<file path="config.mk">
export PLATFORM = sky130hd
export DESIGN_NAME = reaction_timer
export DESIGN_NICKNAME = d
export VERILOG_FILES = /design/src/rtl/reaction_timer.sv
export SDC_FILE = /design/constraint.sdc
export NUM_CORES = 1
export LEC_CHECK = 0
export CAP_MARGIN = 10
export CORE_MARGIN = 5
export CORE_UTILIZATION = 40
export DETAILED_ROUTE_END_ITERATION = 16
export PLACE_DENSITY = 0.6
export SYNTH_ARGS = -nofsm -noshare
export SYNTH_HDL_FRONTEND = slang
export SYNTH_SLANG_ARGS = --single-unit
</file>
<file path="constraint.sdc">
create_clock -name clk -period 3.6 [get_ports clk]
set_clock_uncertainty 0.15 [all_clocks]
set_input_delay 0.72 -clock clk [delete_from_list [all_inputs] [get_ports clk]]
set_output_delay 0.72 -clock clk [all_outputs]
set_load 0.01 [all_outputs]
</file>
<file path="src/rtl/reaction_timer.sv">
// reaction_timer: measures ms from lights out to key press,
// flags false starts and timeouts, and tracks the best time.
module reaction_timer #(
  parameter int CNT_W  = 14,
  parameter int MAX_MS = 9999
) (
  input  logic             clk,
  input  logic             rst,
  input  logic             tick_ms,
  input  logic             arm,
  input  logic             go,
  input  logic             key_n,
  output logic [CNT_W-1:0] reaction_ms,
  output logic [CNT_W-1:0] best_ms,
  output logic             done,
  output logic             false_start,
  output logic             timeout,
  output logic             busy
);

  localparam logic [CNT_W-1:0] MAX = CNT_W'(MAX_MS);

  typedef enum logic [2:0] {
    IDLE,
    ARMED,
    TIMING,
    DONE,
    FAULT
  } state_t;

  state_t state;
  logic   sync1;
  logic   sync2;
  logic   hist;
  logic   press;

  // one pulse on each synchronized 1->0 edge of the button
  assign press = hist & ~sync2;

  // two-flop synchronizer plus history flop, idle high
  always_ff @(posedge clk or posedge rst) begin
    if (rst) begin
      sync1 <= 1'b1;
      sync2 <= 1'b1;
      hist  <= 1'b1;
    end else begin
      sync1 <= key_n;
      sync2 <= sync1;
      hist  <= sync2;
    end
  end

  // control FSM; reaction_ms doubles as the running counter
  always_ff @(posedge clk or posedge rst) begin
    if (rst) begin
      state       <= IDLE;
      reaction_ms <= '0;
      best_ms     <= MAX;
      done        <= 1'b0;
      false_start <= 1'b0;
      timeout     <= 1'b0;
      busy        <= 1'b0;
    end else begin
      case (state)
        IDLE: begin
          if (arm) begin
            state <= ARMED;
            busy  <= 1'b1;
          end
        end
        ARMED: begin
          if (press) begin
            state       <= FAULT;
            false_start <= 1'b1;
            busy        <= 1'b0;
          end else if (go) begin
            state       <= TIMING;
            reaction_ms <= '0;
          end
        end
        TIMING: begin
          if (press) begin
            state <= DONE;
            done  <= 1'b1;
            busy  <= 1'b0;
            if (reaction_ms < best_ms)
              best_ms <= reaction_ms;
          end else if (tick_ms) begin
            if (reaction_ms == MAX) begin
              state   <= DONE;
              done    <= 1'b1;
              timeout <= 1'b1;
              busy    <= 1'b0;
            end else begin
              reaction_ms <= reaction_ms + 1'b1;
            end
          end
        end
        DONE, FAULT: begin
          if (arm) begin
            state       <= ARMED;
            done        <= 1'b0;
            false_start <= 1'b0;
            timeout     <= 1'b0;
            busy        <= 1'b1;
          end
        end
        default: begin
          state <= IDLE;
          busy  <= 1'b0;
        end
      endcase
    end
  end

endmodule

</file>
# [After elaboration in Yosys (flattened, before gate mapping)]
# Cells that the tools add are included.
[classes] addsub=1 magnitude_cmp=1 eq_ne=17 mux=28 n_bitwise=2 n_reduce_logical=13
[ops] cell="14-bit 2-to-1 mux" n=5
[ops] cell="14-bit one-hot mux with 2 select lines" n=1
[ops] cell="3-bit 2-to-1 mux" n=6
[ops] cell="2-bit inequality test, second input constant" n=8
[ops] cell="14-bit by 1-bit adder with 14-bit output, second input constant" n=1
[ops] cell="14-bit == test, second input constant" n=1
[ops] cell="14-bit < comparator" n=1
[ops] cell="4-bit AND reduction" n=3
[ops] cell="1-bit 2-to-1 mux" n=11
[ops] cell="3-bit inequality test, second input constant" n=3
[ops] cell="3-bit one-hot mux with 3 select lines" n=1
[ops] cell="3-bit by 2-bit == test with 1-bit output, second input constant" n=2
[ops] cell="1-bit one-hot mux with 2 select lines" n=3
[ops] cell="3-bit AND reduction" n=2
[ops] cell="6-bit AND reduction" n=1
[ops] cell="2-bit nonzero test" n=3
[ops] cell="5-bit AND reduction" n=1
[ops] cell="3-bit by 1-bit == test with 1-bit output, second input constant" n=1
[ops] cell="3-bit == test, second input constant" n=1
[ops] cell="3-bit logical NOT" n=1
[ops] cell="1-bit one-hot mux with 3 select lines" n=1
[ops] cell="3-bit OR reduction" n=1
[ops] cell="2-bit by 1-bit inequality test with 1-bit output, second input constant" n=1
[ops] cell="2-bit OR reduction" n=1
[ops] cell="2 further kinds" n=2
[word_totals] regBits=38 input_bits=6 out_inout_bits=32 elab_cells=72

# [Logic depth before layout (Yosys ltp)]
[depth] word_depth=5 mapped_depth=8 depth_no_buf=7

# [Worst setup path before layout]
# No wires, ideal clock.
[synth_path] kind="reg-to-reg" from="register reaction_ms[11]" to="register best_ms[12]" setup_ns=0.125 arrival_ns=2.381 required_time_ns=3.325 path_slack_ns=0.944 path_stages_with_launch=8 n_path_buf=1 path_cell_list="dfrtp_1 > ha_1 > a211oi_1 > nor2_1 > or4_4 > a211oi_4 > buf_6 > mux2_4"
[synth_between] elab_chain_len=2
[synth_rtl] element="start, declared" line_no="13" rtl="output logic [CNT_W-1:0] reaction_ms,"
[synth_rtl] element="start signal, assigned" line_no="95" rtl="reaction_ms <= reaction_ms + 1'b1;"
[synth_rtl] element="14-bit < comparator" line_no="86" rtl="if (reaction_ms < best_ms)"
[synth_rtl] element="3-bit AND reduction (no line)"
[synth_rtl] element="end signal, assigned" line_no="87" rtl="best_ms <= reaction_ms;"
[synth_rtl] element="end, declared" line_no="14" rtl="output logic [CNT_W-1:0] best_ms,"
# No other way between the ends.
# A chain may end at the register's enable or synchronous reset.

# [Worst setup path in the final report]
[layout_path] from="register reaction_ms[11]" to="register best_ms[5]"
# The elaborated chain is that of the path after synthesis.

==> flow_summary.ini <==
[pwr]
ir_drop_uv = 271
clkPwrFrac_pct = 28.4
seq_power_share_pct = 42.3
p_sw_share_pct = 31.8
switchingPower_mw = 0.418
p_per_area_nw_per_um2 = 476
power_frac_comb_pct = 29.3
p_leak_nw = 1.17
p_int_mw = 0.898

[place]
place_congestion = 0.785
dp_hpwl_mm = 3.53
dp.cells = 320
portBuffers = 37

[synthesis]
synthDistinctLibCells = 47
synth_top_area_share_pct = 30.8
syn_nets = 233
yosysWarnings = 0
ys.flop_type = dfrtp_1
synth-async-reset-ratio_pct = 100
synth_top_area_cell = dfrtp_1
syn_area_per_cell_um2 = 10.3
synth_seq_cells = 38
seq_area_frac_synth_pct = 44.0
synth-edff-count = 0
syn_inst = 213
syn_area_um2 = 2190
synth_area_leaders = dfrtp_1, dfstp_2, ha_1, mux2_4, a21oi_1

[drt]
drtPass1Iterations = 4
via_per_inst = 5.33
drc = 0
wl_mm = 4.75
drt_iter0_drc = 68
vias = 1747
avgRoutedWirePerCell_um = 14.5
postRouteAntennaNets = 0

[worst_setup_path]
cp_top_family = simple AND/OR/NAND/NOR gates
end_kind = flop
cp_data_arrival_time_ns = 2.84
critPathLaunchType = flop
cp_slowest_cell = or4_4
max_stage_delay_ns = 0.52
cp_max_fo = 8
crit_required_ns = 3.63
path_cells = ha_1 -> a211oi_1 -> nor2_1 -> or4_4 -> a211oi_4 -> buf_4 -> mux2_4
cp_num_buf_inv = 1
worstSetupPathType = flop to flop

[finish]
nets = 275
layout.cells.non_filler = 328
final_cell_mix = clkdlybuf4s50_1, dfrtp_1, nand2_1
area_delta_synth_final_pct = 26.1
final_common_cell = clkdlybuf4s50_1
drive_above_1_share_pct = 16.0
diodes = 0

[hold_path]
min_path_type = flop to flop

[floorplanning]
start_util_pct = 40.6
die-area_um2 = 7060
coreArea_um2 = 5410
die_y_um = 84.1
num_rows = 27
pin_count = 38
die_w_um = 84.1

[timing]
tightest_slew_ns = 0.485
slew_headroom_pct = 67.7
rsz0062_at_grt = false
setup_viol = 0
setup_tns_ns = 0
hold_viol_final = 0
finalMaxSlewViolations = 0
max_freq_ghz = 0.355
period_share_pct = 78.2
fin_crit_ns = 2.81

[clock_tree]
post_cts_buffers = 0
post_cts_resized = 0
postCtsHoldBufs = 0
ctsHtreeMaxLevel = 2
clockBufferDepth = 2
cts_root_buf = clkbuf_8
clkSlewWorstSetupHoldPaths_ns = 0.07
insertion_delay_ns = 0.29
cts-buffers-inserted = 5
cts_tree = built
clock-sinks = 38

[global_route]
grt_pass1_wl_mm = 8.38
grt_overflow = 0
grt_start_max_net_pins = 39
antenna_found_initial = 0
grt.total_usage_pct = 14.3
grt_pass1_vias = 1709

[job]
cap_violations = 0

[status]
status = complete, no violations
[Yosys cell counts (2+ instances only)]
master,count
dfrtp_1,27
nand2_1,20
inv_1,16
a21oi_1,15
ha_1,14
dfstp_2,11
o21ai_0,10
mux2_4,9
nor2_1,9
nand4_1,7
a21o_1,6
nand3_1,6
a31oi_1,5
and2_1,5
mux2_2,4
and3_1,3
buf_2,3
o31ai_1,3
a211oi_1,2
and4_1,2
and4b_1,2
clkbuf_1,2
mux2i_1,2
nand2b_1,2
nand4b_1,2
nor2b_1,2
nor4b_1,2
o211ai_1,2
o311ai_0,2
[flip-flops by register name, summed over array words and instances (netlist names)]
name,flops
best_ms,14
busy,1
done,1
false_start,1
hist,1
reaction_ms,14
state,3
sync1,1
sync2,1
timeout,1
[routing by layer]
layer	global-route usage, %	vias to the layer above	routed length (um)	part of all wire (%)
met5	0	-	0	0
met4	4.39	0	65	1.4
met3	3.65	6	219	4.6
li1	-	860	-	-
met1	19.7	848	2240	47
met2	22.0	33	2220	47
[power by group through the flow]
stage               combinational [mW]  clock (mW)  sequential [mW]
finish                           0.386       0.373            0.557
global route                     0.437       0.402            0.572
CTS                              0.393       0.389            0.558
detailed placement               0.390           0            0.566
global placement                 0.387           0            0.566
floorplan                        0.268           0            0.543
[final cells by class]
type                    instances  area [um2]
clock buffers                   7        86.3
clock inverters                 1        30.0
fillers                       524        2640
inverters                      16        60.1
multi-input cells             153        1130
flip-flops and latches         38         965
well taps                      72        90.1
repair buffers                 41         400
[per-stage QoR]
step                power [mW]  setup WS (ns)  utilization [%]  hold slack, ns  area (um2)
floorplan                0.811          0.944                -           0.195        2190
global placement         0.953          0.819             49.0           0.199        2650
detailed placement       0.956          0.784             49.0           0.197        2650
CTS                       1.34          0.775             51.2           0.212        2770
global route              1.41          0.660             51.2           0.215        2770
finish                    1.32          0.786             51.2           0.210        2770
[worst paths after layout]
path                             endpoint            start  slack [ns]  cells past startpoint
setup / recovery               best_ms[5]  reaction_ms[11]        0.79                      7
hold / removal                      sync2            sync1        0.21                      0
setup reg to reg               best_ms[5]  reaction_ms[11]        0.79                      7
hold reg to reg                     sync2            sync1        0.21                      0
max in group asynchronous      best_ms[2]              rst        2.24                      3
min in group asynchronous  reaction_ms[0]              rst        0.69                      3
[cell families (layout without fill, tap and decap cells)]
kind of cell / after synthesis / after routing / synth area share, %
buf+inv: 22 / 65 / 4.28
compound gates: 54 / 54 / 16.2
mux: 15 / 15 / 9.13
simple gates: 70 / 70 / 18.4
fa+ha+maj: 14 / 14 / 7.99
flops: 38 / 38 / 44.0
No activity file was read; power rests on OpenSTA's default activity.
